$ cat config.mk
export PLATFORM = sky130hd
export DESIGN_NAME = uni_bi_conv_array
export DESIGN_NICKNAME = d
export VERILOG_FILES = /design/src/rtl/uni_bi_pkg.sv /design/src/rtl/uni_bi_conv_cell.sv /design/src/rtl/uni_bi_conv_array.sv
export SDC_FILE = /design/constraint.sdc
export NUM_CORES = 1
export LEC_CHECK = 0
export ABC_AREA = 1
export BUFFER_PORTS_ARGS = -buffer_cell sky130_fd_sc_hd__buf_4
export CORE_ASPECT_RATIO = 1.5
export CORE_UTILIZATION = 50
export DETAILED_ROUTE_END_ITERATION = 7
export MAX_ROUTING_LAYER = met4
export PLACE_DENSITY_LB_ADDON = 0.25
export SLEW_MARGIN = 0
export SYNTH_ARGS = -nofsm -noshare
export SYNTH_HDL_FRONTEND = slang
export SYNTH_SLANG_ARGS = --single-unit
$ cat constraint.sdc
create_clock -name clk -period 3.75 [get_ports clk]
set_input_delay 1.125 -clock clk [delete_from_list [all_inputs] [get_ports clk]]
set_output_delay 1.125 -clock clk [all_outputs]
set_load 0.1 [all_outputs]
$ cat src/rtl/uni_bi_pkg.sv
// Shared types and helpers for the unipolar/bipolar stream converter.
// Provides the conversion mode enum and the accumulator width function.
package uni_bi_pkg;

    typedef enum logic {
        UNI2BI = 1'b0,
        BI2UNI = 1'b1
    } conv_mode_e;

    // Signed width able to hold -debt_max .. +1 with headroom.
    function automatic int acc_width(input int debt_max);
        return $clog2(debt_max + 1) + 1;
    endfunction

endpackage

$ cat src/rtl/uni_bi_conv_cell.sv
// Single-channel stream converter: one accumulator plus output flop.
// Ports: clk, rst (sync, active-high), mode (current mode), clear
// (zero the accumulator before use), valid, in (stream bit), out.
module uni_bi_conv_cell
    import uni_bi_pkg::*;
#(
    parameter int DEBT_MAX = 7,
    parameter int ACC_W    = acc_width(DEBT_MAX)
) (
    input  logic       clk,
    input  logic       rst,
    input  conv_mode_e mode,
    input  logic       clear,
    input  logic       valid,
    input  logic       in,
    output logic       out
);

    // One extra bit so a + 1 or a - 1 can never wrap.
    localparam int TW = ACC_W + 1;
    typedef logic signed [TW-1:0] wide_t;

    localparam wide_t ONE   = wide_t'(1);
    localparam wide_t TWO   = wide_t'(2);
    localparam wide_t FLOOR = wide_t'(-DEBT_MAX);

    logic signed [ACC_W-1:0] acc;
    wide_t                   a;
    wide_t                   t;
    wide_t                   acc_nxt;
    logic                    out_nxt;

    always_comb begin
        a       = clear ? '0 : wide_t'(acc);
        t       = '0;
        acc_nxt = a;
        out_nxt = 1'b0;
        if (valid) begin
            unique case (mode)
                UNI2BI: begin
                    t = a + wide_t'(in) + ONE;
                    if (t >= TWO) begin
                        out_nxt = 1'b1;
                        acc_nxt = t - TWO;
                    end else begin
                        acc_nxt = t;
                    end
                end
                BI2UNI: begin
                    t = in ? a + ONE : a - ONE;
                    if (t >= ONE) begin
                        out_nxt = 1'b1;
                        acc_nxt = t - ONE;
                    end else begin
                        // Debt beyond the floor is dropped: this is the clip.
                        acc_nxt = (t < FLOOR) ? FLOOR : t;
                    end
                end
            endcase
        end
    end

    always_ff @(posedge clk) begin
        if (rst) begin
            acc <= '0;
            out <= 1'b0;
        end else begin
            acc <= acc_nxt[ACC_W-1:0];
            out <= out_nxt;
        end
    end

    acc_range: assert property (
        @(posedge clk) disable iff (rst)
        (wide_t'(acc) >= FLOOR) && (wide_t'(acc) <= ONE)
    );

endmodule

$ cat src/rtl/uni_bi_conv_array.sv
// N-channel runtime-selectable unipolar <-> bipolar stream converter.
// Ports: clk, rst (sync, active-high), mode (0 UNI2BI, 1 BI2UNI), clr,
// in_valid, in[N], out_valid (registered in_valid), out[N] (registered).
module uni_bi_conv_array
    import uni_bi_pkg::*;
#(
    parameter  int N        = 8,
    parameter  int DEBT_MAX = 7,
    localparam int ACC_W    = acc_width(DEBT_MAX)
) (
    input  logic         clk,
    input  logic         rst,
    input  logic         mode,
    input  logic         clr,
    input  logic         in_valid,
    input  logic [N-1:0] in,
    output logic         out_valid,
    output logic [N-1:0] out
);

    conv_mode_e mode_cur;
    conv_mode_e mode_q;
    logic       mode_chg;
    logic       clear;

    assign mode_cur = conv_mode_e'(mode);
    assign mode_chg = (mode_cur != mode_q);
    // A mode switch restarts every lane from an empty accumulator.
    assign clear    = clr | mode_chg;

    always_ff @(posedge clk) begin
        if (rst) begin
            mode_q    <= UNI2BI;
            out_valid <= 1'b0;
        end else begin
            mode_q    <= mode_cur;
            out_valid <= in_valid;
        end
    end

    for (genvar i = 0; i < N; i++) begin : g_cell
        uni_bi_conv_cell #(
            .DEBT_MAX (DEBT_MAX),
            .ACC_W    (ACC_W)
        ) u_cell (
            .clk   (clk),
            .rst   (rst),
            .mode  (mode_cur),
            .clear (clear),
            .valid (in_valid),
            .in    (in[i]),
            .out   (out[i])
        );
    end

endmodule

### Word level (Yosys, flattened, before mapping)

Cells that the tools add are included.
W data, S select, Z words.

* register bits after elaboration: 42
* output and inout bits: 9
* bits of input ports: 13
* logic and storage cells: 175

* magnitude comparators: 24
* reduce and logical (&&, ||, !) cells: 1
* add/subtract/negate cells: 48
* equality and inequality tests: 1
* mux-type cells: 80
* bitwise gates (word level): 3

Operator list (number)
* $mux W4: 32
* $add A5 B2 Y5 const B: 16
* $mux W5: 16
* $pmux W4 S2: 8
* $add A5 B2 Y5: 8
* $ge A5 B2 Y1 const B: 8
* $ge A5 B3 Y1 const B: 8
* $lt A5 B4 Y1 const B: 8
* $sub A5 B2 Y5 const B: 8
* $sub A4 B2 Y4 const B: 8
* $sub A4 B3 Y4 const B: 8
* $mux W1: 16
* $pmux W1 S2: 8
* $not A1 Y1: 2
* $reduce_or A2 Y1: 1
* $ne A1 B1 Y1: 1
* $or A1 B1 Y1: 1

### Logic depth before layout (Yosys ltp)

Gate-level depths: netlist of run 1.

* depth after elaboration: 10
* gate-level depth with buffers: 21
* gate-level depth less buffers: 20

### Cells and area by module

Synthesis of run 1 repeated with hierarchy kept, for this count alone.

* cell total of the unflattened synthesis: 1007
* area, all modules: 6211.0 µm²

By module, submodules not included
* uni_bi_conv_cell at g_cell[2].u_cell ...: seq. area each 100.1 µm², area an instance 792.0 µm², cells an instance 125, instances 6
* uni_bi_conv_cell at g_cell[0].u_cell ...: seq. area each 100.1 µm², area an instance 691.9 µm², cells an instance 123, instances 2
* uni_bi_conv_array: seq. area each 40.0 µm², area an instance 75.1 µm², cells an instance 11, instances 1

### Worst setup path after synthesis of run 1

OpenSTA, ideal clock, no wires.

* path kind: input-to-reg
* start: in mode
* end: reg g_cell[0].u_cell.acc[3]
* buffers on the path: 1
* path slack: 0.340 ns
* stages on the path: 17
* required time: 3.630 ns
* data arrival time: 3.290 ns
* cell sequence: buf_6 a21oi_4 nand2_4 nor2_4 inv_1 ha_1 inv_1 ha_1 xor2_1 ha_1 nand3_1 nand2_1 inv_1 nand2_1 o21ai_0 a21oi_1 a21oi_1

* longest elaborated chain between the ends: 10
* elaborated cells on any way between the ends: 19

Ends and longest elaborated chain
* from (decl): line uni_bi_conv_array.sv:13 `input logic mode,`
* branches (longest 9 deep; another with $add A5 B2 Y5)
* $mux W4 *: line uni_bi_conv_cell.sv:38 `if (valid) begin`
* to (signal assigned): line uni_bi_conv_cell.sv:68 `acc <= acc_nxt[ACC_W-1:0];`
* to (decl): line uni_bi_conv_cell.sv:27 `logic signed [ACC_W-1:0] acc;`

Every way passes the cells marked *.
A chain may end at the register's enable or synchronous reset.

### Final worst setup path of run 1

* start: in mode
* end: reg g_cell[6].u_cell.acc[2]

* longest elaborated chain between the ends: 10
* elaborated cells on any way between the ends: 19

Ends and longest elaborated chain (line)
* branches (longest 9 deep; another with $add A5 B2 Y5)
* $mux W4 *: uni_bi_conv_cell.sv:38
* to (signal assigned): uni_bi_conv_cell.sv:68
* to (decl): uni_bi_conv_cell.sv:27

Marks and branches as above.

==> results.cfg, run 1 <==
[critical_path]
slowest_delay_ps = 260
startpoint_type = input pin
path_cells = buf_4 > inv_2 > nand2_2 > nand2_2 > nor2_4 > nand2_1 > ha_1 > inv_1 > ha_1 > xor2_1 > ha_1 > nand3_1 > nand2_1 > nand2_1 > nand3_1 > nand2_1 > a21oi_1 > nor2_1
critPathTopFamily = simple AND/OR/NAND/NOR gates
critPathCaptureType = flip-flop
cp_common_cell = nand2_1
cp.required_ps = 3930
crit_buf_inv = 3
slowest_stage = xor2_1
path_max_fanout = 7
critPathArrivalTime_ps = 3450
critPathKind = in2reg

[sta]
finalHoldViolations = 0
finClkSkew_ps = 4.27
finalMaxSlewViolations = 0
fmax_mhz = 306
slew_headroom = 0.363
setup_tns_ps = 0
tightest_slew_ps = 952
whs_ps = 601
timing.final.crit_share = 0.871
setup_viol = 0
rsz0062_at_grt = no
fin_crit_ps = 3260

[logic_synthesis]
synth_top_cell_by_area = nand2_1
yosys-top-cells-area = nand2_1 (15%), dfxtp_1 (15%), nand3_1 (14%), ha_1 (12%), inv_1 (9.5%)
syn_nets = 1051
ys_seq_area_frac = 0.146
synth_edf_count = 0
synthFlopType = dfxtp_1
synth_area_um2 = 5760
yosysUniqueCellTypes = 33
synthCells = 982
syn_avg_cell_area_um2 = 5.87
yosys_warnings = 0
yosysMostFrequentCell = nand2_1
async_reset_ff_frac = 0
synth_top_area_frac = 0.155
ys_ff_latch = 42
synthTopCellsByCount = nand2_1 (238), nand3_1 (164), inv_1 (146)

[final_layout]
layout.nets = 1073
drive_gt1_frac = 0.132
n_fill_cell = 1110
postLayoutCellArea_um2 = 6270
area_delta_synth_final_pct = 8.75
antenna_cells = 0

[floorplan]
coreArea_um2 = 11100
die_area_um2 = 12000
die_w_um = 89.7
io_pins = 22
fp-row-count = 47
initial_core_util = 0.519
dieHeight_um = 134

[cts]
cts-root-buf = clkbuf_16
clkSinkCount = 42
h-tree-depth = 2
cts-hold-fix-buffers = 0
postCtsSetupBuffers = 0
clk_pin_slew_ps = 70
cts_tree = yes
cts_resized = 0
cts_buffer_depth = 2
insertion_delay_ps = 290
cts_made_buffers = 5

[route]
wl_per_cell_um = 13.4
vias = 6241
viasPerCell = 5.42
dr.pass1.iters = 5
ant_nets = 0
drt_iter0_markers = 354
drcViolationCount = 0
routed_wl_um = 15400

[power_and_ir_drop]
power_density_nw_per_um2 = 269
p_seq_frac = 0.295
internal-power_uw = 1020
pwr-share-comb = 0.398
vdd_drop_max_v = 0.000190
clockPowerShare = 0.306
power.leakage_uw = 0.00342
p_switching_uw = 671
switching_share = 0.398

[run_status]
status = finished, final reports clean

[place]
place.gp.congestion = 0.909
port_buffers = 21
post_dp_cell_area_um2 = 6110
hpwl_um = 11800

[global_routing]
grt_pass1_vias = 6086
grt_max_degree = 40
grt_overflow_total = 0
grtUsageTotal = 0.287
grt_pass1_wl_um = 26600
antenna_found_initial = 0

[job]
max_cap_violations = 0

[hold_path]
hold_class = reg2reg
## cells by family after synthesis
kind of cell,Yosys count,share of synthesized area
buf+inv,193,0.137
fa+ha+maj,56,0.122
flops,42,0.146
compound gates,126,0.118
simple gates,548,0.451
xor+xnor,17,0.0258
## routing by layer
| metal | GRT usage | up-vias | share of wire |
|---|---|---|---|
| li1 | - | 3226 | - |
| met1 | 0.309 | 2850 | 0.41 |
| met2 | 0.513 | 128 | 0.52 |
| met3 | 0.0390 | 37 | 0.037 |
| met4 | 0.113 | 0 | 0.028 |
| met5 | - | - | 0 |
## flip-flops by register name, indices dropped and copies added, names as in the netlist
signal and flops:
mode_q 1, g_cell.u_cell.acc 32, out_valid 1, g_cell.u_cell.out 8
## power by group through the flow
| stage | combinational, uW | clock (uW) | sequential (uW) |
|---|---|---|---|
| after floorplan | 521 | 0 | 505 |
| after global placement | 662 | 0 | 507 |
| after detailed placement | 668 | 0 | 507 |
| after CTS | 671 | 516 | 498 |
| after global routing | 762 | 531 | 502 |
| final | 672 | 517 | 498 |
## cell usage in the layout (no fill, tap or decap), drive strengths merged
cell    count
nand4      29
nor3        2
bufinv      1
a21o        1
dfxtp      42
a21oi      57
o21ai      63
buf        45
clkbuf      7
a31oi       3
o21bai      2
nor2       72
xor2       13
ha         56
clkinv      2
inv       161
nand2     267
nand3     178
xnor2       4
## final cells by class
class / instances / area [um^2] / share of cell area
Multi-Input combinational cell: 747 / 4130 / 0.659
Sequential cell: 42 / 841 / 0.134
Inverter: 163 / 612 / 0.0976
Timing Repair Buffer: 45 / 338 / 0.0539
Tap cell: 147 / 184 / 0.0293
Clock buffer: 7 / 133 / 0.0212
Clock inverter: 1 / 30.0 / 0.00479
## through the flow
stage | cells | power [uW] | setup slack, ps | util
2_1_floorplan | 982 | 1030 | 340 | -
5_1_grt | 1152 | 1790 | 103 | 0.564
3_3_place_gp | 1144 | 1170 | 264 | 0.549
6_report | 1152 | 1690 | 486 | 0.564
3_5_place_dp | 1144 | 1170 | 220 | 0.549
4_1_cts | 1152 | 1680 | 503 | 0.564
## path summary, 6_finish.rpt
path,startpoint,to,slack [ps],depth (start not counted)
min reg2reg,g_cell[7].u_cell.acc[1]$_SDFF_PP0_,g_cell[7].u_cell.acc[1]$_SDFF_PP0_,600,4
max reg2reg,mode_q$_SDFF_PP0_,g_cell[3].u_cell.acc[3]$_SDFF_PP0_,1100,18
min,g_cell[7].u_cell.acc[1]$_SDFF_PP0_,g_cell[7].u_cell.acc[1]$_SDFF_PP0_,600,4
max,mode,g_cell[6].u_cell.acc[2]$_SDFF_PP0_,490,18
## worst reg2reg max path: stages, from the launching register on
cell	delay [ps]
dfxtp_1	370
inv_2	70
a21oi_4	150
nand2_4	120
buf_4	180
nor2_4	80
inv_1	60
ha_1	170
inv_1	100
ha_1	180
inv_1	40
nand2_1	50
nand2_1	90
ha_1	240
nand3_1	120
nand2_1	110
o21ai_0	180
a21oi_1	80
a21oi_1	160
Power figures use the tool's default switching activity.
==> inputs of run 2 (changes only) <==
SYNTH_HIERARCHICAL = 1   (was unset)
==> results.cfg, run 2 <==
[critical_path]
critPathCaptureType = flip-flop
cp.required_ps = 3960
path_max_fanout = 8
critPathKind = in2reg
critPathArrivalTime_ps = 3630
startpoint_type = input pin

[cts]
cts_buffer_depth = 2
clkSinkCount = 42
cts_tree = yes
postCtsSetupBuffers = 0
cts-root-buf = clkbuf_16
cts_resized = 0
insertion_delay_ps = 300
clk_pin_slew_ps = 60
h-tree-depth = 2
cts-hold-fix-buffers = 0
cts_made_buffers = 5

[final_layout]
regMostFlops = g_cell.u_cell/acc
reg_top3 = g_cell.u_cell/acc (32), g_cell.u_cell/out (8)
antenna_cells = 0
area_delta_synth_final_pct = 9.47
post-route-util = 0.563
layout.nets = 1110
drive_gt1_frac = 0.233
largest_reg_flops = 32
final_common_cell = nand2_1
final_cell_mix = nand2_1 (208), inv_1 (170), nand3_1 (136)

[run_status]
status = finished, final reports clean

[hold_path]
hold_class = reg2reg

[global_routing]
antenna_found_initial = 0
grt_pass1_wl_um = 25600
grt_overflow_total = 0
grt_max_degree = 70
grt_pass1_vias = 5953
grtUsageTotal = 0.246

[logic_synthesis]
syn_avg_cell_area_um2 = 6.17
ys_ff_latch = 42
synth_top_area_frac = 0.135
syn_nets = 1076
synth_top_cell_by_area = dfxtp_1
synthTopCellsByCount = nand2_1 (208), inv_1 (170), nand3_1 (137)
synthFlopType = dfxtp_1
synth_edf_count = 0
yosys_warnings = 6
yosysUniqueCellTypes = 23
synth_area_um2 = 6210
yosys-top-cells-area = dfxtp_1 (14%), nand2_1 (13%), ha_1 (11%), nand3_1 (11%), inv_1 (10%)
synthCells = 1007
ys_seq_area_frac = 0.135
async_reset_ff_frac = 0
yosysMostFrequentCell = nand2_1

[sta]
slew_headroom = 0.553
timing.final.crit_share = 0.911
fmax_mhz = 293
rsz0062_at_grt = no
fin_crit_ps = 3420
tightest_slew_ps = 670
setup_viol = 0
finClkSkew_ps = 6.81
finalHoldViolations = 0
finalMaxSlewViolations = 0
setup_tns_ps = 0

[route]
drt_iter0_markers = 256
ant_nets = 0
viasPerCell = 5.25
dr.pass1.iters = 5
vias = 6270
wl_per_cell_um = 12.4
drcViolationCount = 0
routed_wl_um = 14800

[place]
port_buffers = 21
place.gp.congestion = 0.906
hpwl_um = 11700

[power_and_ir_drop]
vdd_drop_max_v = 0.000200
power_density_nw_per_um2 = 260
power.leakage_uw = 0.00370

[floorplan]
dieHeight_um = 139
die_area_um2 = 12900
die_w_um = 93
coreArea_um2 = 12100
io_pins = 22
fp-row-count = 49
initial_core_util = 0.514

[job]
max_cap_violations = 0
==> run 2: cell count changes after synthesis, moves of 8 or more <==
cell and delta:
inv_2 +25, nand2_4 +19, nand3_1 -27, nand3_4 +10, nand3_2 +14, nand2_2 +52, a21oi_1 -22, inv_1 +24
nand2_1 -30, buf_4 -8, a21oi_2 +18, clkbuf_1 -8, nor2_1 -26
==> run 2: layout make-up <==
| type | instances | area [um^2] |
|---|---|---|
| fill | 1216 | 5280 |
| multi-input combinational | 749 | 4560 |
| sequential | 42 | 841 |
| inverter | 210 | 788 |
| timing repair buffer | 33 | 248 |
| tap | 153 | 191 |
| clock buffer | 6 | 129 |
| clock inverter | 2 | 37.5 |
==> run 2: cell families (layout without fill, tap and decap cells) <==
kind of cell    Yosys count  after routing  synth area share
compound gates          128            128             0.118
xor+xnor                 12             12            0.0169
fa+ha+maj                56             56             0.113
buf+inv                 216            251             0.131
flops                    42             42             0.135
simple gates            553            553             0.486
==> run 2: where the power goes <==
part	leakage, uW	internal [uW]	switching (uW)
Sequential	0.000347	478	26.4
Combinational	0.00328	249	494
Clock	0.0000771	315	206
==> run 2: critical path: stages <==
cell     delay (ps)
buf_4           150
inv_1            70
nand2_1          70
nand3_2         230
nor2_1          220
inv_1           120
ha_1            190
inv_1            90
ha_1            190
xor2_1          280
ha_1            260
nand3_2         120
nand2_2         120
nand3_1          80
nand2_1          80
a21oi_1          60
a21oi_1         160
==> run 2: worst paths after layout <==
| path | from | endpoint | slack (ps) | cells past startpoint |
|---|---|---|---|---|
| setup reg to reg | mode_q$_SDFF_PP0_ | g_cell[0].u_cell/acc[3]$_SDFF_PP0_ | 1010 | 16 |
| hold reg to reg | g_cell[4].u_cell/acc[1]$_SDFF_PP0_ | g_cell[4].u_cell/acc[1]$_SDFF_PP0_ | 720 | 4 |
| setup / recovery | mode | g_cell[0].u_cell/acc[3]$_SDFF_PP0_ | 330 | 17 |
| hold / removal | g_cell[4].u_cell/acc[1]$_SDFF_PP0_ | g_cell[4].u_cell/acc[1]$_SDFF_PP0_ | 720 | 4 |
==> run 2: metal layers <==
| layer | global-route usage | part of all wire |
|---|---|---|
| met5 | - | 0 |
| met2 | 0.463 | 0.54 |
| met4 | 0.0777 | 0.023 |
| met3 | 0.0231 | 0.017 |
| met1 | 0.263 | 0.42 |
==> run 2: per-stage QoR <==
| step | instances | hold WS [ps] | setup slack (ps) | instance area (um^2) | total power, uW |
|---|---|---|---|---|---|
| finish | 1195 | 721 | 333 | 6800 | 1770 |
| floorplan | 1007 | 596 | 215 | 6220 | 1090 |
| global route | 1195 | 783 | 52.5 | 6800 | 1890 |
| detailed placement | 1187 | 708 | 62.1 | 6630 | 1250 |
| global placement | 1187 | 687 | 93.1 | 6630 | 1250 |
| CTS | 1195 | 720 | 366 | 6800 | 1780 |
